### config.mk
export PLATFORM = sky130hd
export DESIGN_NAME = mem_port_arbiter
export DESIGN_NICKNAME = d
export VERILOG_FILES = /design/src/rtl/mem_port_arbiter.sv
export SDC_FILE = /design/constraint.sdc
export NUM_CORES = 1
export LEC_CHECK = 0
export CAP_MARGIN = 15
export CORE_AREA = 3 3 183 185
export DETAILED_ROUTE_END_ITERATION = 7
export DIE_AREA = 0 0 186 188
export PLACE_DENSITY = 0.73
export SLEW_MARGIN = 10
export SYNTH_ARGS = -nofsm -noshare
export SYNTH_HDL_FRONTEND = slang
export SYNTH_SLANG_ARGS = --single-unit
### constraint.sdc
create_clock -name clk -period 13.2 [get_ports clk]
set_input_delay 3.3 -clock clk [delete_from_list [all_inputs] [get_ports clk]]
set_output_delay 3.3 -clock clk [all_outputs]
set_load 0.01 [all_outputs]
### src/rtl/mem_port_arbiter.sv
// mem_port_arbiter: shares one main-memory port between the instruction fetch
// unit (IFU) and the load/store unit (LSU). Requests are granted round-robin,
// one transaction is outstanding at a time, and the tagged response is routed
// back to its owner. A watchdog abandons a stuck transaction and stray
// responses are flagged.
module mem_port_arbiter #(
  parameter int ADDR_W         = 32,
  parameter int WORD_W         = 32,
  parameter int BLOCK_W        = 64,
  parameter int TIMEOUT_CYCLES = 64
) (
  input  logic               clk,
  input  logic               rst_aH,
  input  logic               ifu_req_valid,
  output logic               ifu_req_ready,
  input  logic [ADDR_W-1:0]  ifu_req_addr,
  output logic               ifu_resp_valid,
  output logic [ADDR_W-1:0]  ifu_resp_addr,
  output logic [BLOCK_W-1:0] ifu_resp_data,
  input  logic               lsu_req_valid,
  output logic               lsu_req_ready,
  input  logic [ADDR_W-1:0]  lsu_req_addr,
  input  logic [2:0]         lsu_req_size,
  input  logic [WORD_W-1:0]  lsu_req_wdata,
  output logic               lsu_resp_valid,
  output logic [ADDR_W-1:0]  lsu_resp_addr,
  output logic [2:0]         lsu_resp_size,
  output logic [BLOCK_W-1:0] lsu_resp_data,
  output logic               mem_req_valid,
  output logic               mem_req_lsu_aL_ifu_aH,
  output logic [ADDR_W-1:0]  mem_req_addr,
  output logic [2:0]         mem_req_size,
  output logic [WORD_W-1:0]  mem_req_data,
  input  logic               mem_resp_valid,
  input  logic               mem_resp_lsu_aL_ifu_aH,
  input  logic [ADDR_W-1:0]  mem_resp_addr,
  input  logic [2:0]         mem_resp_size,
  input  logic [BLOCK_W-1:0] mem_resp_data,
  output logic               timeout_err,
  output logic               tag_err
);

  localparam int CNT_W = $clog2(TIMEOUT_CYCLES + 1);

  typedef enum logic [1:0] {
    IDLE  = 2'd0,
    ISSUE = 2'd1,
    WAIT  = 2'd2,
    RESP  = 2'd3
  } state_t;

  state_t            state;
  state_t            state_nx;
  logic              prio;        // 1 = IFU has priority, 0 = LSU
  logic [CNT_W-1:0]  cnt;
  logic              grant_ifu;
  logic              grant_lsu;
  logic              handshake;
  logic              resp_match;
  logic              timeout_hit;

  // Winner selection; readies only in IDLE and never while reset is held.
  always_comb begin
    grant_ifu = 1'b0;
    grant_lsu = 1'b0;
    if (state == IDLE && !rst_aH) begin
      if (ifu_req_valid && lsu_req_valid) begin
        grant_ifu = prio;
        grant_lsu = ~prio;
      end else if (ifu_req_valid) begin
        grant_ifu = 1'b1;
      end else if (lsu_req_valid) begin
        grant_lsu = 1'b1;
      end else begin
        grant_ifu = 1'b0;
        grant_lsu = 1'b0;
      end
    end else begin
      grant_ifu = 1'b0;
      grant_lsu = 1'b0;
    end
  end

  assign ifu_req_ready = grant_ifu;
  assign lsu_req_ready = grant_lsu;
  // The winner is by construction valid, so a grant is a completed handshake.
  assign handshake     = grant_ifu | grant_lsu;
  assign resp_match    = (state == WAIT) && mem_resp_valid &&
                         (mem_resp_lsu_aL_ifu_aH == mem_req_lsu_aL_ifu_aH);
  assign timeout_hit   = (state == WAIT) && (cnt == CNT_W'(TIMEOUT_CYCLES - 1));

  // Next-state logic; a matching response beats the watchdog in the same cycle.
  always_comb begin
    state_nx = state;
    case (state)
      IDLE: begin
        if (handshake) state_nx = ISSUE;
        else           state_nx = IDLE;
      end
      ISSUE: begin
        state_nx = WAIT;
      end
      WAIT: begin
        if (resp_match)       state_nx = RESP;
        else if (timeout_hit) state_nx = IDLE;
        else                  state_nx = WAIT;
      end
      RESP: begin
        state_nx = IDLE;
      end
      default: begin
        state_nx = IDLE;
      end
    endcase
  end

  // State register, round-robin pointer and watchdog counter.
  always_ff @(posedge clk or posedge rst_aH) begin
    if (rst_aH) begin
      state <= IDLE;
      prio  <= 1'b0;
      cnt   <= '0;
    end else begin
      state <= state_nx;
      if (handshake) prio <= grant_lsu;
      if (state == ISSUE)     cnt <= '0;
      else if (state == WAIT) cnt <= cnt + CNT_W'(1);
    end
  end

  // Request latch doubles as the memory request fields; strobe lasts one cycle.
  always_ff @(posedge clk or posedge rst_aH) begin
    if (rst_aH) begin
      mem_req_valid         <= 1'b0;
      mem_req_lsu_aL_ifu_aH <= 1'b0;
      mem_req_addr          <= '0;
      mem_req_size          <= 3'b000;
      mem_req_data          <= '0;
    end else begin
      mem_req_valid <= handshake;
      if (grant_ifu) begin
        mem_req_lsu_aL_ifu_aH <= 1'b1;
        mem_req_addr          <= ifu_req_addr;
        mem_req_size          <= 3'b100;
        mem_req_data          <= '0;
      end else if (grant_lsu) begin
        mem_req_lsu_aL_ifu_aH <= 1'b0;
        mem_req_addr          <= lsu_req_addr;
        mem_req_size          <= lsu_req_size;
        mem_req_data          <= lsu_req_wdata;
      end
    end
  end

  // Capture the matching response into the owner's fields; strobe in RESP.
  always_ff @(posedge clk or posedge rst_aH) begin
    if (rst_aH) begin
      ifu_resp_valid <= 1'b0;
      ifu_resp_addr  <= '0;
      ifu_resp_data  <= '0;
      lsu_resp_valid <= 1'b0;
      lsu_resp_addr  <= '0;
      lsu_resp_size  <= 3'b000;
      lsu_resp_data  <= '0;
    end else begin
      ifu_resp_valid <= resp_match & mem_req_lsu_aL_ifu_aH;
      lsu_resp_valid <= resp_match & ~mem_req_lsu_aL_ifu_aH;
      if (resp_match && mem_req_lsu_aL_ifu_aH) begin
        ifu_resp_addr <= mem_resp_addr;
        ifu_resp_data <= mem_resp_data;
      end
      if (resp_match && !mem_req_lsu_aL_ifu_aH) begin
        lsu_resp_addr <= mem_resp_addr;
        lsu_resp_size <= mem_resp_size;
        lsu_resp_data <= mem_resp_data;
      end
    end
  end

  // Sticky error flags, cleared only by reset.
  always_ff @(posedge clk or posedge rst_aH) begin
    if (rst_aH) begin
      timeout_err <= 1'b0;
      tag_err     <= 1'b0;
    end else begin
      if (mem_resp_valid && !resp_match) tag_err <= 1'b1;
      if (timeout_hit && !resp_match)    timeout_err <= 1'b1;
    end
  end

endmodule

==> results.py <==
metrics = {
    "sta": {
        "setup_slack_ps": 3150,
        "rsz0062_at_grt": "false",
        "skew_ps": 18.0,
        "setup_violations": 0,
        "fin_crit_ps": 10050,
        "max_freq_mhz": 99.5,
        "holdWs_ps": 467,
        "hold_viol": 0,
        "slew_violations": 0,
        "worstMarginPinSlew_ps": 1030,
        "setup_tns_ps": 0,
        "max_slew_margin_pct": 31.4,
        "fin_crit_sh_pct": 76.2,
    },
    "worst_setup_path": {
        "reg2reg_setup_slack_ps": 10300,
        "cpMostUsedCell": "clkdlybuf4s50_1",
        "r2r-start": "state[1]",
        "crit_chain": "clkdlybuf4s50_1 -> nand3_2 -> inv_2 -> clkdlybuf4s50_1",
        "crit_buf_inv": 3,
        "critPathMaxStageDelay_ps": 1140,
        "worst_setup_path_end_kind": "output pin",
        "r2r.worst_path.cells": 7,
        "crit_slowest_cell": "clkdlybuf4s50_1",
        "crit_required_ps": 9900,
        "path_max_fanout": 36,
        "cp.arrival_ps": 6750,
        "start_kind": "primary input",
        "worst_path_dominant_cell_family": "buffers and inverters",
        "criticalPathCategory": "primary input to output pin",
        "rr_endpoint": "mem_req_data[29]",
    },
    "synth": {
        "synth_top_family_by_area": "multiplexers",
        "yosysTopAreaCell": "dfrtp_1",
        "synth_top_cells_by_area": "dfrtp_1 61%, mux2_1 9.8%, mux2_2 6.6%",
        "yosys_warnings": 0,
        "synth-seq-cells": 278,
        "synth_compound_area_share_pct": 7.55,
        "synth_simple_gate_area_share_pct": 5.93,
        "synthXorXnorAreaFrac_pct": 0.153,
        "yosysUniqueCellTypes": 39,
        "synth-seq-area-share_pct": 60.9,
        "syn_inst": 792,
        "syn-cell-area_mm2": 0.0114,
        "synth_mux_area_share_pct": 20.3,
        "synth_top_area_share_pct": 60.9,
        "syn_nets": 1000,
        "syn_avg_cell_area_um2": 14.4,
        "synthAdderAreaFrac_pct": 0.438,
    },
    "grt": {
        "grt_max_degree": 136,
        "grt_pass1_vias": 8826,
        "grt_pass1_wl_um": 50000,
        "overflow": 0,
        "grt_use_total_pct": 17.9,
        "antenna_found_initial": 1,
    },
    "floorplanning": {
        "initial_core_util_pct": 35.5,
        "coreArea_mm2": 0.0322,
        "die-area_mm2": 0.0350,
        "die_x_um": 186,
        "num_rows": 66,
        "ios": 474,
        "die_h_um": 188,
    },
    "final_layout": {
        "finish.utilization_pct": 54.0,
        "final_nets": 1455,
        "num-fill-cells": 2687,
        "drive_gt1_share_pct": 12.8,
        "layout_commonest_cell": "clkdlybuf4s50_1",
        "area_growth_pct": 52.3,
        "final_cell_mix": "473 x clkdlybuf4s50_1, 278 x dfrtp_1, 99 x mux2_1",
    },
    "hold_path": {
        "hold_path_depth": 1,
        "whs_endpoint": "timeout_err",
        "hold_path.class": "register to register",
        "min_from": "timeout_err",
    },
    "detailed_routing": {
        "num_vias": 8317,
        "ant_nets": 0,
        "via_per_inst": 4.96,
        "dr.pass1.iters": 4,
        "detail_route.wl_per_cell_um": 19.7,
        "drc": 0,
        "drtIter0Drc": 337,
        "drt-total-wl_um": 33000,
    },
    "status": {
        "status": "complete, no violations",
    },
    "placement": {
        "dp_hpwl_um": 24000,
        "gp_congestion": 0.802,
        "portBuffers": 473,
        "preCtsSetupSlack_ps": 3190,
    },
    "power": {
        "ir_drop_mv": 0.107,
        "power_density_mw_per_mm2": 232,
        "leakage_nw": 7.61,
    },
    "clock_tree": {
        "cts_buffers": 30,
        "clk_latency_ps": 550,
        "ctsResizeCount": 0,
        "postCtsHoldBufs": 0,
        "clockBufferDepth": 3,
        "cts_sinks": 278,
        "cts.clk_slew.worst_paths_ps": 60,
        "cts_tree": "done",
        "cts_root_buffer": "clkbuf_16",
        "postCtsSetupBuffers": 0,
        "htree_levels": 1,
    },
    "run": {
        "maxCapViolations": 0,
    },
}
==> registers in the layout (all words and copies together) (netlist names), 2 cells and up <==
| signal | flops |
|---|---|
| ifu_resp_data | 64 |
| lsu_resp_data | 64 |
| ifu_resp_addr | 32 |
| lsu_resp_addr | 32 |
| mem_req_addr | 32 |
| mem_req_data | 32 |
| cnt | 7 |
| lsu_resp_size | 3 |
| mem_req_size | 3 |
| state | 2 |
==> synth_stat cells, drive strengths merged <==
master and number:
nor3 1, or4 1, nor3b 32, xnor2 1
a21o 3, nor2 1, or3 1, o21ai 41
o22ai 2, nand2b 5, o21a 1, buf 39
dfrtp 278, a22oi 1, a221o 32, a21oi 1
mux2 195, xor2 1, nand3 5, ha 4
o31ai 34, and4 32, nand4 2, nand3b 1
nand2 7, a2111oi 1, nor2b 3, clkbuf 21
o22a 1, mux2i 2, inv 43
==> metrics by stage <==
stage               cells  area, um2  total power [mW]
floorplan             792      11400              2.18
global placement     1623      16400              3.19
detailed placement   1623      16400              3.23
CTS                  1677      17400              4.09
global route         1678      17400              4.27
finish               1678      17400              4.05
==> layer usage <==
layer	global-route usage [%]	share of wire [%]
met5	0	0
met4	3.95	1.8
met3	5.61	9.1
met2	32.1	51
met1	21.1	38
==> layout make-up <==
type / instances / area, um2 / share of cell area, %
flip-flops and latches: 278 / 6960 / 40.0
diodes: 1 / 2.50 / 0.0144
multi-input cells: 411 / 3970 / 22.8
clock buffers: 42 / 857 / 4.92
inverters: 43 / 169 / 0.971
clock inverters: 12 / 134 / 0.769
repair buffers: 483 / 4810 / 27.6
well taps: 408 / 510 / 2.93
==> logic make-up (layout without fill, tap and decap cells) <==
group	count (synthesis)	after routing
flip-flops	278	278
multiplexers	197	197
AO/OA/AOI/OAI	117	117
buffers and inverters	103	580
AND/OR/NAND/NOR	91	91
adder cells (fa/ha/maj)	4	4
XOR/XNOR	2	2
other	0	1
==> where the power goes <==
| part | internal, mW | switching, mW | leakage [nW] |
|---|---|---|---|
| combinational | 1.04 | 0.690 | 3.66 |
| sequential | 1.26 | 0.221 | 3.47 |
| clock | 0.493 | 0.344 | 0.486 |
| total | 2.79 | 1.25 | 7.61 |
==> how the worst max path moves through the flow <==
| stage | startpoint | endpoint | cells past startpoint |
|---|---|---|---|
| 6_report | ifu_req_valid | ifu_req_ready | 4 |
| 5_1_grt | ifu_req_valid | ifu_req_ready | 4 |
| 4_1_cts | ifu_req_valid | ifu_req_ready | 4 |
| 3_5_place_dp | ifu_req_valid | ifu_req_ready | 4 |
| 3_3_place_gp | ifu_req_valid | ifu_req_ready | 4 |
| 2_1_floorplan | rst_aH | cnt[0] | 1 |
No activity file was read; power rests on OpenSTA's default activity.
